`src/rtl/noc_pkg.sv`:
```
// Shared NoC definitions: VC selection encodings and width helpers for
// per-VC buffering blocks.
package noc_pkg;

    localparam int VC_SEL_EXT     = 0;   // VC taken from vc_plane_selector
    localparam int VC_SEL_HDR     = 1;   // VC taken from a flit header field
    localparam int DEFAULT_VC_LSB = 28;

    // A single-VC configuration still needs a 1-bit selector port.
    function automatic int vcw_of(input int vc);
        return (vc <= 1) ? 1 : $clog2(vc);
    endfunction

    // Occupancy counters must represent 0..DEPTH inclusive.
    function automatic int cw_of(input int depth);
        return $clog2(depth) + 1;
    endfunction

endpackage

```
`src/rtl/vc_flit_fifo.sv`:
```
// Single-VC flit FIFO with an occupancy counter.
// The head flit is presented combinationally from the read pointer.
module vc_flit_fifo
    import noc_pkg::*;
#(
    parameter  int DATA_WIDTH = 32,
    parameter  int DEPTH      = 4,
    localparam int CW         = cw_of(DEPTH)
) (
    input  logic                  clk,
    input  logic                  rst,
    input  logic                  push,
    input  logic [DATA_WIDTH-1:0] push_data,
    input  logic                  pop,
    output logic [DATA_WIDTH-1:0] head,
    output logic                  full,
    output logic                  empty,
    output logic [CW-1:0]         count
);

    logic [DATA_WIDTH-1:0] mem [DEPTH];
    logic [CW-2:0]         wr_ptr;
    logic [CW-2:0]         rd_ptr;
    logic                  push_ok;
    logic                  pop_ok;

    // Pointers are log2(DEPTH) bits wide, so they wrap modulo DEPTH for free.
    assign full    = (count == CW'(DEPTH));
    assign empty   = (count == '0);
    assign push_ok = push && !full;
    assign pop_ok  = pop && !empty;
    assign head    = mem[rd_ptr];

    always_ff @(posedge clk) begin
        if (rst) begin
            wr_ptr <= '0;
            rd_ptr <= '0;
            count  <= '0;
        end else begin
            if (push_ok) wr_ptr <= wr_ptr + 1'b1;
            if (pop_ok)  rd_ptr <= rd_ptr + 1'b1;
            case ({push_ok, pop_ok})
                2'b10:   count <= count + 1'b1;
                2'b01:   count <= count - 1'b1;
                default: count <= count;
            endcase
        end
    end

    always_ff @(posedge clk) begin
        if (push_ok) mem[wr_ptr] <= push_data;
    end

endmodule

```
`src/rtl/vc_buffered_demux.sv`:
```
// Input-port VC demultiplexer: steers each accepted flit into one of VC
// per-VC FIFOs; only the addressed VC being full backpressures the input.
module vc_buffered_demux
    import noc_pkg::*;
#(
    parameter  int VC         = 4,
    parameter  int DATA_WIDTH = 32,
    parameter  int DEPTH      = 4,
    parameter  int SEL_MODE   = VC_SEL_EXT,
    parameter  int VC_LSB     = DEFAULT_VC_LSB,
    localparam int VCW        = vcw_of(VC),
    localparam int CW         = cw_of(DEPTH)
) (
    input  logic                     clk,
    input  logic                     rst,
    input  logic [VCW-1:0]           vc_plane_selector,
    input  logic [DATA_WIDTH-1:0]    data_in,
    input  logic                     valid_in,
    output logic                     ready_in,
    output logic [VC*DATA_WIDTH-1:0] data_out_vc,
    output logic [VC-1:0]            valid_out_vc,
    input  logic [VC-1:0]            ready_out_vc,
    output logic [VC*CW-1:0]         occupancy_vc,
    output logic                     vc_err
);

    // Handshake: a transfer completes on a rising edge where valid and ready
    // are both high; ready never depends on valid, and a held valid with
    // changing select simply retargets the pending flit.

    logic [VCW-1:0]      sel;
    logic                sel_ok;
    logic [VC-1:0]       full;
    logic [VC-1:0]       empty;
    logic [VC-1:0]       push_en;
    logic [2**VCW-1:0]   full_pad;

    assign sel = (SEL_MODE == VC_SEL_HDR) ? data_in[VC_LSB +: VCW] : vc_plane_selector;

    generate
        if (VC == 2**VCW) begin : g_sel_full_range
            assign sel_ok = 1'b1;
        end else begin : g_sel_partial_range
            assign sel_ok = (int'(sel) < VC);
        end
    endgenerate

    // Unused selector codes read as full so they can never be accepted.
    always_comb begin
        full_pad          = '1;
        full_pad[VC-1:0]  = full;
    end

    assign ready_in = !rst && sel_ok && !full_pad[sel];

    generate
        for (genvar v = 0; v < VC; v++) begin : g_vc
            assign push_en[v]      = valid_in && ready_in && (sel == VCW'(v));
            assign valid_out_vc[v] = !empty[v];

            vc_flit_fifo #(
                .DATA_WIDTH (DATA_WIDTH),
                .DEPTH      (DEPTH)
            ) u_fifo (
                .clk       (clk),
                .rst       (rst),
                .push      (push_en[v]),
                .push_data (data_in),
                .pop       (ready_out_vc[v]),
                .head      (data_out_vc[v*DATA_WIDTH +: DATA_WIDTH]),
                .full      (full[v]),
                .empty     (empty[v]),
                .count     (occupancy_vc[v*CW +: CW])
            );
        end
    endgenerate

    always_ff @(posedge clk) begin
        if (rst) begin
            vc_err <= 1'b0;
        end else if (valid_in && !sel_ok) begin
            vc_err <= 1'b1;
        end
    end

endmodule

```
`config.mk`:
```
export PLATFORM = sky130hd
export DESIGN_NAME = vc_buffered_demux
export DESIGN_NICKNAME = d
export VERILOG_FILES = /design/src/rtl/noc_pkg.sv /design/src/rtl/vc_flit_fifo.sv /design/src/rtl/vc_buffered_demux.sv
export SDC_FILE = /design/constraint.sdc
export NUM_CORES = 1
export LEC_CHECK = 0
export ABC_AREA = 1
export ABC_CLOCK_PERIOD_IN_PS = 5850
export CAP_MARGIN = 5
export CORE_UTILIZATION = 30
export CTS_CLUSTER_DIAMETER = 40
export DETAILED_ROUTE_END_ITERATION = 10
export SETUP_SLACK_MARGIN = 0.5
export SLEW_MARGIN = 10
export SYNTH_ARGS = -nofsm -noshare
export SYNTH_HDL_FRONTEND = slang
export SYNTH_HIERARCHICAL = 1
export SYNTH_SLANG_ARGS = --single-unit
```
`constraint.sdc`:
```
create_clock -name clk -period 5.85 [get_ports clk]
set_input_delay 0.585 -clock clk [delete_from_list [all_inputs] [get_ports clk]]
set_output_delay 0.585 -clock clk [all_outputs]
set_load 0.1 [all_outputs]
```
Word level (Yosys, flattened, before mapping). Memories as Yosys holds them, arrays and structs flattened. A register that Yosys moved wholly into a read port is not among the register bits. Index checks and enable logic that the tools add are counted.

Register bits after elaboration: 28. RAM bits: 512. Output and inout port bits: 146. Bits of input ports: 41. Logic and storage cells: 103. Memories: 4.

Memories: g_vc[0].u_fifo.mem (words 4, width 32, read ports 1, clocked after memory_dff 1, write ports 1, RTL line vc_flit_fifo.sv:21) `logic [DATA_WIDTH-1:0] mem [DEPTH];`; g_vc[1].u_fifo.mem (words 4, width 32, read ports 1, clocked after memory_dff 1, write ports 1, RTL line vc_flit_fifo.sv:21); g_vc[2].u_fifo.mem (words 4, width 32, read ports 1, clocked after memory_dff 1, write ports 1, RTL line vc_flit_fifo.sv:21); g_vc[3].u_fifo.mem (words 4, width 32, read ports 1, clocked after memory_dff 1, write ports 1, RTL line vc_flit_fifo.sv:21).

Reductions and logical operators: 33. Add/sub/neg operators: 16. Mux-type cells: 22. Equal/unequal tests: 15. Magnitude comparators: 1.

Operators with widths (count): $pmux 3 s2 (4); $add 2x1->2 const B (8); $mux 2 (8); $logic_and 1x1->1 (14); $add 3x1->3 const B (4); $eq 2x2->1 const B (6); $eq 3x3->1 const B (4); $logic_not 3->1 (4); $sub 3x1->3 const B (4); $eq 2x1->1 const B (5); $logic_not 1->1 (10); $mux 1 (9); $reduce_bool 2->1 (4); $lt 2x3->1 const B (1); $bmux 1 s2 (1); $logic_not 2->1 (1).

Longest topological paths before layout. Gate-level depths: netlist of run 1.

Depth after elaboration: 10. Mapped depth: 18. Mapped depth without buffers: 18.

Modules after synthesis. Netlist of run 1, hierarchy kept.

Modules (own cells, without submodules): vc_flit_fifo (cells an instance 379, area an instance 5268.8 µm², sequential area each 4023.9 µm², instances 4); vc_buffered_demux (cells an instance 28, area an instance 130.1 µm², sequential area each 0.0 µm², instances 1).

Least setup slack after synthesis of run 1. No wires, ideal clock.

Path kind: reg-to-output. Start: register g_vc[1].u_fifo.count[0]. End: output ready_in. Path buffers: 0. Setup slack: 1.618 ns. Data arrival time: 3.647 ns. Data required time: 5.265 ns. Stages on the path, launching flop included: 7. Path through: dfxtp_1 -> inv_1 -> nand3_1 -> inv_1 -> nand3_1 -> nand2_1 -> nor3_1.

Longest elaborated chain between the ends: 5.

RTL lines: start, declared (RTL line vc_flit_fifo.sv:18) `output logic [CW-1:0] count`; start signal, assigned (RTL line vc_flit_fifo.sv:43) `2'b10: count <= count + 1'b1;`; start signal, assigned (RTL line vc_flit_fifo.sv:44) `2'b01: count <= count - 1'b1;`; start signal, assigned (RTL line vc_flit_fifo.sv:45) `default: count <= count;`; $eq 3x3->1 (RTL line vc_flit_fifo.sv:28) `assign full = (count == CW'(DEPTH));`; named net full[1] (RTL line vc_buffered_demux.sv:33) `logic [VC-1:0] full;`; $bmux 1 s2 (RTL line vc_buffered_demux.sv:54) `assign ready_in = !rst && sel_ok && !full_pad[sel];`; $mux 1 (not written as such) (RTL line vc_buffered_demux.sv:54); $logic_not 1->1 (RTL line vc_buffered_demux.sv:54); $logic_and 1x1->1 (RTL line vc_buffered_demux.sv:54); end, declared (RTL line vc_buffered_demux.sv:19) `output logic ready_in,`.

The timed path passes the listed nets, and every way through them passes these cells. The select of a mux whose other input is x is not followed.

==> results of run 1 <==
-- through the flow --
stage	utilization	instances	worst slack [ns]
2_1_floorplan	-	1544	1.62
3_3_place_gp	0.340	2610	2.33
3_5_place_dp	0.340	2610	2.27
4_1_cts	0.379	2765	1.67
5_1_grt	0.379	2765	1.51
6_report	0.379	2765	1.70
-- where the power goes --
part,switching (mW),total [mW],internal [mW]
sequential,0.0863,4.45,4.37
clock,1.89,4.76,2.87
combinational,3.21,4.00,0.795
total,5.18,13.2,8.04
-- routing by layer --
| layer | wire length, µm | share of wire |
|---|---|---|
| met3 | 2810 | 0.052 |
| met4 | 1250 | 0.023 |
| met5 | 0 | 0 |
| met1 | 23200 | 0.43 |
| met2 | 26200 | 0.49 |
-- synthesized netlist by cell type --
library cell | count | area share
sky130_fd_sc_hd__nand2_1 | 48 | 0.0085
sky130_fd_sc_hd__edfxtp_1 | 512 | 0.73
sky130_fd_sc_hd__nor3_1 | 1 | 0.00024
sky130_fd_sc_hd__o21ai_1 | 112 | 0.026
sky130_fd_sc_hd__inv_8 | 4 | 0.0021
sky130_fd_sc_hd__inv_1 | 79 | 0.014
sky130_fd_sc_hd__dfxtp_1 | 36 | 0.034
sky130_fd_sc_hd__a21oi_1 | 24 | 0.0057
sky130_fd_sc_hd__ha_1 | 20 | 0.012
sky130_fd_sc_hd__buf_6 | 36 | 0.019
sky130_fd_sc_hd__o21ai_0 | 152 | 0.036
sky130_fd_sc_hd__nor2_1 | 304 | 0.054
sky130_fd_sc_hd__nand3b_1 | 4 | 0.0014
sky130_fd_sc_hd__nand3_2 | 1 | 0.00047
sky130_fd_sc_hd__nor2_2 | 2 | 0.00059
sky130_fd_sc_hd__inv_2 | 6 | 0.0011
sky130_fd_sc_hd__o22ai_1 | 128 | 0.038
sky130_fd_sc_hd__nand3_1 | 23 | 0.0054
sky130_fd_sc_hd__nand2_2 | 2 | 0.00059
sky130_fd_sc_hd__nand4_1 | 4 | 0.0012
sky130_fd_sc_hd__buf_2 | 24 | 0.0057
sky130_fd_sc_hd__fa_1 | 4 | 0.0038
sky130_fd_sc_hd__clkbuf_1 | 4 | 0.00071
sky130_fd_sc_hd__buf_4 | 13 | 0.0046
sky130_fd_sc_hd__conb_1 | 1 | 0.00018
-- final timing paths --
kind | startpoint | endpoint | slack (ns) | depth (start not counted)
max | flip-flop | data_out_vc[44] | 1.70 | 5
min | g_vc[3].u_fifo/rd_ptr[0] | g_vc[3].u_fifo/rd_ptr[0] | 0.48 | 2
max reg2reg | g_vc[2].u_fifo/count[1] | g_vc[1].u_fifo/mem[3][29] | 2.79 | 10
min reg2reg | g_vc[3].u_fifo/rd_ptr[0] | g_vc[3].u_fifo/rd_ptr[0] | 0.48 | 2
-- registers in the layout (all words and copies together) (netlist names), named ones only --
signal and cells:
g_vc.u_fifo/rd_ptr 8, g_vc.u_fifo/mem 512, g_vc.u_fifo/count 12, g_vc.u_fifo/wr_ptr 8
-- worst max-delay path, delay by kind of cell (launching register included) --
kind / cells / cell delay [ns]
compound gates: 2 / 0.54
buf+inv: 3 / 1.97
flops: 1 / 0.43
-- final cells by class --
class	instances	area, µm²
Multi-Input combinational cell	830	4190
Timing Repair Buffer	203	1990
Tap cell	940	1180
Fill cell	6629	43500
Sequential cell	548	16100
Clock buffer	94	2160
Clock inverter	61	577
Inverter	89	364
-- kinds of logic after synthesis --
family	Yosys count	share of synthesized area
flops	548	0.759
compound gates	416	0.106
simple gates	389	0.0722
buf+inv	166	0.0473
fa+ha+maj	24	0.0156
other cells	1	0.000177
==> results_tabular.tex, run 1 <==
\begin{tabular}{lr}
\hline
Metric & Value \\
\hline
\multicolumn{2}{l}{\textbf{Floorplan}} \\
\quad Core area & about 70,000 µm² \\
\quad Starting utilization of the core area & 0.303 \\
\quad Die area & between 70,000 and 80,000 µm² \\
\quad Number of placement rows & 97 \\
\quad Die Height & between 200 and 300 µm \\
\quad Width of the chip & 268 µm \\
\quad Number of top-level pins & between 150 and 200 \\
\multicolumn{2}{l}{\textbf{Clock network}} \\
\quad Number of clock buffers inserted by TritonCTS & 84 \\
\quad Clock-pin slew of the registers on the worst-case setup and hold paths & around 0.05 ns \\
\quad Clock tree from TritonCTS & built \\
\quad Longest Clk Path Bufs & 3 \\
\quad Number of buffers added for setup after CTS & 0 \\
\quad Sinks on the clock net & $\sim$550 \\
\quad H-tree levels & 3 \\
\quad Root Buffer & sky130\_fd\_sc\_hd\_\_clkbuf\_16 \\
\quad Hold-fix buffers at CTS & 0 \\
\quad Clock latency reported for the late side of the worst-skew pair & about 0.6 ns \\
\quad Cells resized by post-CTS repair & 0 \\
\multicolumn{2}{l}{\textbf{Detailed routing}} \\
\quad Drt first pass iters & 4 \\
\quad Count of routing violations after the opening detailed-route iteration & around 840 \\
\quad Remaining antenna violation count after routing & 0 \\
\quad Routed length per instance & around 19 µm \\
\quad Post-detailed-route via-to-cell ratio & around 4.7 \\
\quad Routed WL & between 50 and 60 mm \\
\quad Detailed-route DRC error count & 0 \\
\quad Via total after detailed routing & between 10,000 and 15,000 \\
\multicolumn{2}{l}{\textbf{GRT}} \\
\quad Number of antenna violations at the first check in global routing & 0 \\
\quad GR Util All Layers & 0.148 \\
\quad Global routing met1 resource utilization & 0.191 \\
\quad Met3 track demand over resource & 0.0295 \\
\quad Number of global-route vias before repair & approximately 13,000 \\
\quad First-pass GRT wire length & approximately 80 mm \\
\quad Global Route met2 Usage & 0.247 \\
\quad Gr busiest metal & met2 \\
\quad Pin count of the biggest net entering global routing & between 60 and 70 \\
\quad GRT Residual Overflow & 0 \\
\multicolumn{2}{l}{\textbf{Yosys}} \\
\quad Cell area after synthesis & approximately 21,000 µm² \\
\quad Number of instances in the synthesized netlist & 1,544 \\
\quad Number of different library cells in the post-synthesis netlist & 25 \\
\quad Register bit count reported by yosys & $\sim$550 \\
\quad Syn\_nets & 1,609 \\
\quad Share of synthesized area occupied by flip-flops and latches & 0.759 \\
\quad Mean instance size in the synthesized netlist & between 10 and 15 µm² \\
\quad Warnings, synthesis & 6 \\
\multicolumn{2}{l}{\textbf{Layout}} \\
\quad Total non-filler cell area in the finished layout & between 20,000 and 30,000 µm² \\
\quad Layout area overhead & 25.2\% \\
\quad Most common cell after layout, fill and taps aside & sky130\_fd\_sc\_hd\_\_edfxtp\_1 \\
\quad Highest-count cells in the layout ignoring fill and taps & sky130\_fd\_sc\_hd\_\_edfxtp\_1 (512), sky130\_fd\_sc\_hd\_\_nor2\_1 (288), sky130\_fd\_sc\_hd\_\_clkdlybuf4s50\_1 (185) \\
\quad Diode insertion count for antenna repair & 0 \\
\quad Fin nets & 1,821 \\
\quad Fraction of final layout cells with drive strength greater than 1 & 0.108 \\
\multicolumn{2}{l}{\textbf{Timing}} \\
\quad Measured slew at the worst slew-check pin & $\sim$1.2 ns \\
\quad Worst Hold Slack & between 0.4 and 0.5 ns \\
\quad Final-report max-slew violation count & 0 \\
\quad Maximum clock frequency & $\sim$0.24 GHz \\
\quad Worst Clk Skew & roughly 0.017 ns \\
\quad Unrepaired setup endpoints after global routing & false \\
\quad Total negative setup slack & 0 ns \\
\quad Final worst-path cycle share & 0.709 \\
\quad Setup-violating endpoint count in the final report & 0 \\
\quad Final Hold Violating Endpoints & 0 \\
\quad Worst slew margin relative to its limit & 0.230 \\
\quad Time the worst path needs with I/O delays and setup & just over 4 ns \\
\multicolumn{2}{l}{\textbf{Setup path}} \\
\quad CP max FO & 32 \\
\quad CP max-delay cell & sky130\_fd\_sc\_hd\_\_clkdlybuf4s50\_1 \\
\quad Data required time of the worst path & $\sim$5.3 ns \\
\quad Crit path largest cell delay & approximately 1.2 ns \\
\quad Arr. time, crit path & about 3.6 ns \\
\quad Critical path endpoint category & primary output \\
\quad Worst path cell trace & buf\_4 -> inv\_2 -> o21ai\_1 -> o22ai\_1 -> clkdlybuf4s50\_1 \\
\quad Worst Setup Start Kind & flip-flop \\
\quad Critical path type & flip-flop to primary output \\
\multicolumn{2}{l}{\textbf{Placement}} \\
\quad Placed Instance Area & around 24,000 µm² \\
\quad Final weighted congestion of routability-driven global placement & 0.781 \\
\quad Estimated wirelength of the detail-placed design & 33.3 mm \\
\quad Number of buffers added on ports & approximately 190 \\
\multicolumn{2}{l}{\textbf{Power}} \\
\quad Worst voltage drop across the vdd grid & 0.329 mV \\
\quad Tot Pwr & $\sim$13 mW \\
\quad Static leakage & just under 9 nW \\
\quad Power Dens Cells & between 400 and 500 nW/µm² \\
\multicolumn{2}{l}{\textbf{Min path}} \\
\quad Hold WC Path Type & flip-flop to flip-flop \\
\multicolumn{2}{l}{\textbf{Status}} \\
\quad Run status & complete, no violations \\
\multicolumn{2}{l}{\textbf{Job}} \\
\quad Max Cap Violations & 0 \\
\hline
\end{tabular}
Power figures use the tool's default switching activity.
==> run 2, diff against run 1 <==
- ABC_CLOCK_PERIOD_IN_PS: 5850 -> 3800
- clock period: 5.85 -> 3.8 ns (I/O delays scaled with it)
==> run 2 against run 1 <==
  * Routed wire length is 0.72% lower
  * Clock-buffer cell count shrank 32
  * Clock skew decreased by 0.0021 ns
  * Worst setup slack got worse by 1.0 ns
  * Register-to-register slack worse by 1.9 ns
  * Worst hold slack better by 0.0051 ns
  * Critical path depth fell by 1
  * Combinational power rose by 51%
  * Largest cell class unchanged
  * Final cell count down 1.7%
  * Global-route usage is 0.28 points lower
  * Sequential share of layout area increased by 2.6 points
==> results_tabular.tex, run 2 (same netlist as run 1, synthesis figures left out) <==
\begin{tabular}{lr}
\hline
Metric & Value \\
\hline
\multicolumn{2}{l}{\textbf{Status}} \\
\quad Run status & complete, no violations (unchanged) \\
\multicolumn{2}{l}{\textbf{Floorplan}} \\
\quad Starting utilization of the core area & 0.303 (unchanged) \\
\quad Die area & 71,800 µm² (unchanged) \\
\quad Number of top-level pins & 187 (unchanged) \\
\quad Number of placement rows & 97 (unchanged) \\
\quad Die Height & 268 µm (unchanged) \\
\quad Core area & 70,000 µm² (unchanged) \\
\quad Width of the chip & 268 µm (unchanged) \\
\multicolumn{2}{l}{\textbf{Power}} \\
\quad Combinational fraction of design power & 0.326 (was 0.303) \\
\quad Power Dens Cells & 726 nW/µm² (was 498 nW/µm²) \\
\quad Share of total power in the clock network & 0.300 (was 0.360) \\
\quad Part of the total power dissipated in sequential elements & 0.375 (was 0.337) \\
\quad Sw Pwr & 7.49 mW (was 5.18 mW) \\
\quad Tot Pwr & 18.5 mW (was 13.2 mW) \\
\quad Net switching fraction of the power & 0.405 (was 0.392) \\
\quad Worst voltage drop across the vdd grid & 0.328 mV (was 0.329 mV) \\
\quad Static leakage & 8.69 nW (was 8.93 nW) \\
\quad Internal Dissipation & 11.0 mW (was 8.04 mW) \\
\multicolumn{2}{l}{\textbf{Setup path}} \\
\quad Reg2reg start & g\_vc[2].u\_fifo/count[1] (unchanged) \\
\quad Critical path endpoint category & primary output (unchanged) \\
\quad Register-to-Register Setup Slack & 0.87 ns (was 2.79 ns) \\
\quad Worst Setup Start Kind & flip-flop (unchanged) \\
\quad CP max FO & 41 (was 32) \\
\quad Terminus of the critical flop-to-flop path & g\_vc[0].u\_fifo/count[2] (was g\_vc[1].u\_fifo/mem[3][29]) \\
\quad Critical path type & flip-flop to primary output (unchanged) \\
\quad Arr. time, crit path & 2.73 ns (was 3.56 ns) \\
\quad FF-to-FF path depth & 18 (was 10) \\
\quad CP Capture Point & data\_out\_vc[42] (was data\_out\_vc[44]) \\
\quad Data required time of the worst path & 3.42 ns (was 5.27 ns) \\
\multicolumn{2}{l}{\textbf{Clock network}} \\
\quad Number of clock buffers inserted by TritonCTS & 57 (was 84) \\
\quad H-tree levels & 2 (was 3) \\
\quad Number of buffers added for setup after CTS & 0 (unchanged) \\
\quad Clock-pin slew of the registers on the worst-case setup and hold paths & 0.06 ns (was 0.05 ns) \\
\quad Cells resized by post-CTS repair & 0 (unchanged) \\
\quad Clock tree from TritonCTS & built (unchanged) \\
\quad Clock latency reported for the late side of the worst-skew pair & 0.58 ns (was 0.60 ns) \\
\quad Longest Clk Path Bufs & 3 (unchanged) \\
\quad Sinks on the clock net & 548 (unchanged) \\
\quad Root Buffer & sky130\_fd\_sc\_hd\_\_clkbuf\_16 (unchanged) \\
\quad Hold-fix buffers at CTS & 0 (unchanged) \\
\multicolumn{2}{l}{\textbf{Layout}} \\
\quad Total non-filler cell area in the finished layout & 25,500 µm² (was 26,600 µm²) \\
\quad Largest register by flop count & g\_vc.u\_fifo/mem (unchanged) \\
\quad Biggest registers after layout & g\_vc.u\_fifo/mem x512, g\_vc.u\_fifo/count x12 (unchanged) \\
\quad Diode insertion count for antenna repair & 0 (unchanged) \\
\quad Fraction of final layout cells with drive strength greater than 1 & 0.155 (was 0.108) \\
\quad Most common cell after layout, fill and taps aside & sky130\_fd\_sc\_hd\_\_edfxtp\_1 (unchanged) \\
\quad Layout area overhead & 20.1\% (was 25.2\%) \\
\quad Number of flip-flops in the largest register & 512 (unchanged) \\
\quad Highest-count cells in the layout ignoring fill and taps & sky130\_fd\_sc\_hd\_\_edfxtp\_1 (512), sky130\_fd\_sc\_hd\_\_nor2\_1 (288), sky130\_fd\_sc\_hd\_\_o21ai\_0 (152) (was sky130\_fd\_sc\_hd\_\_edfxtp\_1 (512), sky130\_fd\_sc\_hd\_\_nor2\_1 (288), sky130\_fd\_sc\_hd\_\_clkdlybuf4s50\_1 (185)) \\
\quad Fin nets & 1,799 (was 1,821) \\
\multicolumn{2}{l}{\textbf{Detailed routing}} \\
\quad Via total after detailed routing & 12,700 (was 13,000) \\
\quad Detailed-route DRC error count & 0 (unchanged) \\
\quad Routed WL & 53.1 mm (was 53.5 mm) \\
\quad Post-detailed-route via-to-cell ratio & 4.67 (was 4.71) \\
\quad Count of routing violations after the opening detailed-route iteration & 1,161 (was 844) \\
\quad Remaining antenna violation count after routing & 0 (unchanged) \\
\quad Routed length per instance & 19.5 µm (was 19.4 µm) \\
\quad Drt first pass iters & 5 (was 4) \\
\multicolumn{2}{l}{\textbf{Timing}} \\
\quad Setup-violating endpoint count in the final report & 0 (unchanged) \\
\quad Unrepaired setup endpoints after global routing & false (unchanged) \\
\quad Worst Clk Skew & 0.0150 ns (was 0.0170 ns) \\
\quad Final worst-path cycle share & 0.819 \\
\quad Measured slew at the worst slew-check pin & 1.04 ns (was 1.15 ns) \\
\quad Worst Hold Slack & 0.489 ns (was 0.484 ns) \\
\quad Final Hold Violating Endpoints & 0 (unchanged) \\
\quad Final-report max-slew violation count & 0 (unchanged) \\
\quad Maximum clock frequency & 0.321 GHz \\
\quad Worst slew margin relative to its limit & 0.303 (was 0.230) \\
\quad Time the worst path needs with I/O delays and setup & around 3.1 ns \\
\multicolumn{2}{l}{\textbf{GRT}} \\
\quad Pin count of the biggest net entering global routing & 66 (was 65) \\
\quad Number of global-route vias before repair & 12,500 (was 13,100) \\
\quad GR Util All Layers & 0.145 (was 0.148) \\
\quad Number of antenna violations at the first check in global routing & 5 (was 0) \\
\quad GRT Residual Overflow & 0 (unchanged) \\
\quad First-pass GRT wire length & 78.5 mm (was 80.0 mm) \\
\multicolumn{2}{l}{\textbf{Placement}} \\
\quad Estimated wirelength of the detail-placed design & 34.4 mm (was 33.3 mm) \\
\quad Final weighted congestion of routability-driven global placement & 0.778 (was 0.781) \\
\quad Placed Instance Area & 23,600 µm² (was 23,800 µm²) \\
\quad Number of buffers added on ports & 185 (unchanged) \\
\multicolumn{2}{l}{\textbf{Min path}} \\
\quad Hold WC Path Type & flip-flop to flip-flop (unchanged) \\
\multicolumn{2}{l}{\textbf{Job}} \\
\quad Max Cap Violations & 0 (unchanged) \\
\hline
\end{tabular}
run 2: per-stage QoR:
stage	setup TNS (ns)	worst slack [ns]	utilization	instances
detailed placement	0	0.646	0.337	2615
CTS	0	0.525	0.364	2718
global placement	0	0.823	0.337	2615
global route	0	0.512	0.364	2718
floorplan	-69.65	-0.136	-	1544
finish	0	0.688	0.364	2718
run 2: layer usage:
metal	part of all wire	global-route usage	wire length, µm
met4	0.022	0.0395	1160
met3	0.074	0.0478	3950
met1	0.43	0.185	22600
met5	0.0012	0	66
met2	0.48	0.237	25400
run 2: layout make-up:
type / count / area [µm²]
fillers: 6636 / 44600
repair buffers: 208 / 1750
well taps: 940 / 1180
clock inverters: 41 / 424
inverters: 89 / 364
clock buffers: 62 / 1450
flip-flops and latches: 548 / 16100
multi-input cells: 830 / 4200
run 2: how the worst min path moves through the flow:
stage | to | slack [ns] | cells after the start | start
after floorplan | flip-flop | 0.45 | 2 | g_vc[0].u_fifo/rd_ptr[0]
after global placement | g_vc[1].u_fifo/rd_ptr[0] | 0.46 | 2 | g_vc[1].u_fifo/rd_ptr[0]
after detailed placement | flip-flop | 0.47 | 2 | g_vc[2].u_fifo/rd_ptr[0]
after CTS | g_vc[2].u_fifo/rd_ptr[0] | 0.48 | 3 | ready_out_vc[2]
after global routing | g_vc[2].u_fifo/rd_ptr[0] | 0.52 | 3 | ready_out_vc[2]
final | g_vc[0].u_fifo/rd_ptr[0] | 0.49 | 2 | g_vc[0].u_fifo/rd_ptr[0]
run 2: critical path, cell delays in order (launching register included):
cell and delay, ns:
sky130_fd_sc_hd__dfxtp_2 0.85, sky130_fd_sc_hd__buf_4 0.39, sky130_fd_sc_hd__o21ai_0 0.13, sky130_fd_sc_hd__o22ai_1 0.39
sky130_fd_sc_hd__buf_4 0.38
run 2: power groups by stage:
stage                     Combinational [mW]  Clock (mW)  Sequential (mW)
after floorplan                         4.67           0             7.14
after global placement                  6.01           0             7.05
after detailed placement                6.07           0             7.06
after CTS                               6.09        5.66             6.93
after global routing                    6.33        5.89             6.95
final                                   6.02        5.54             6.93
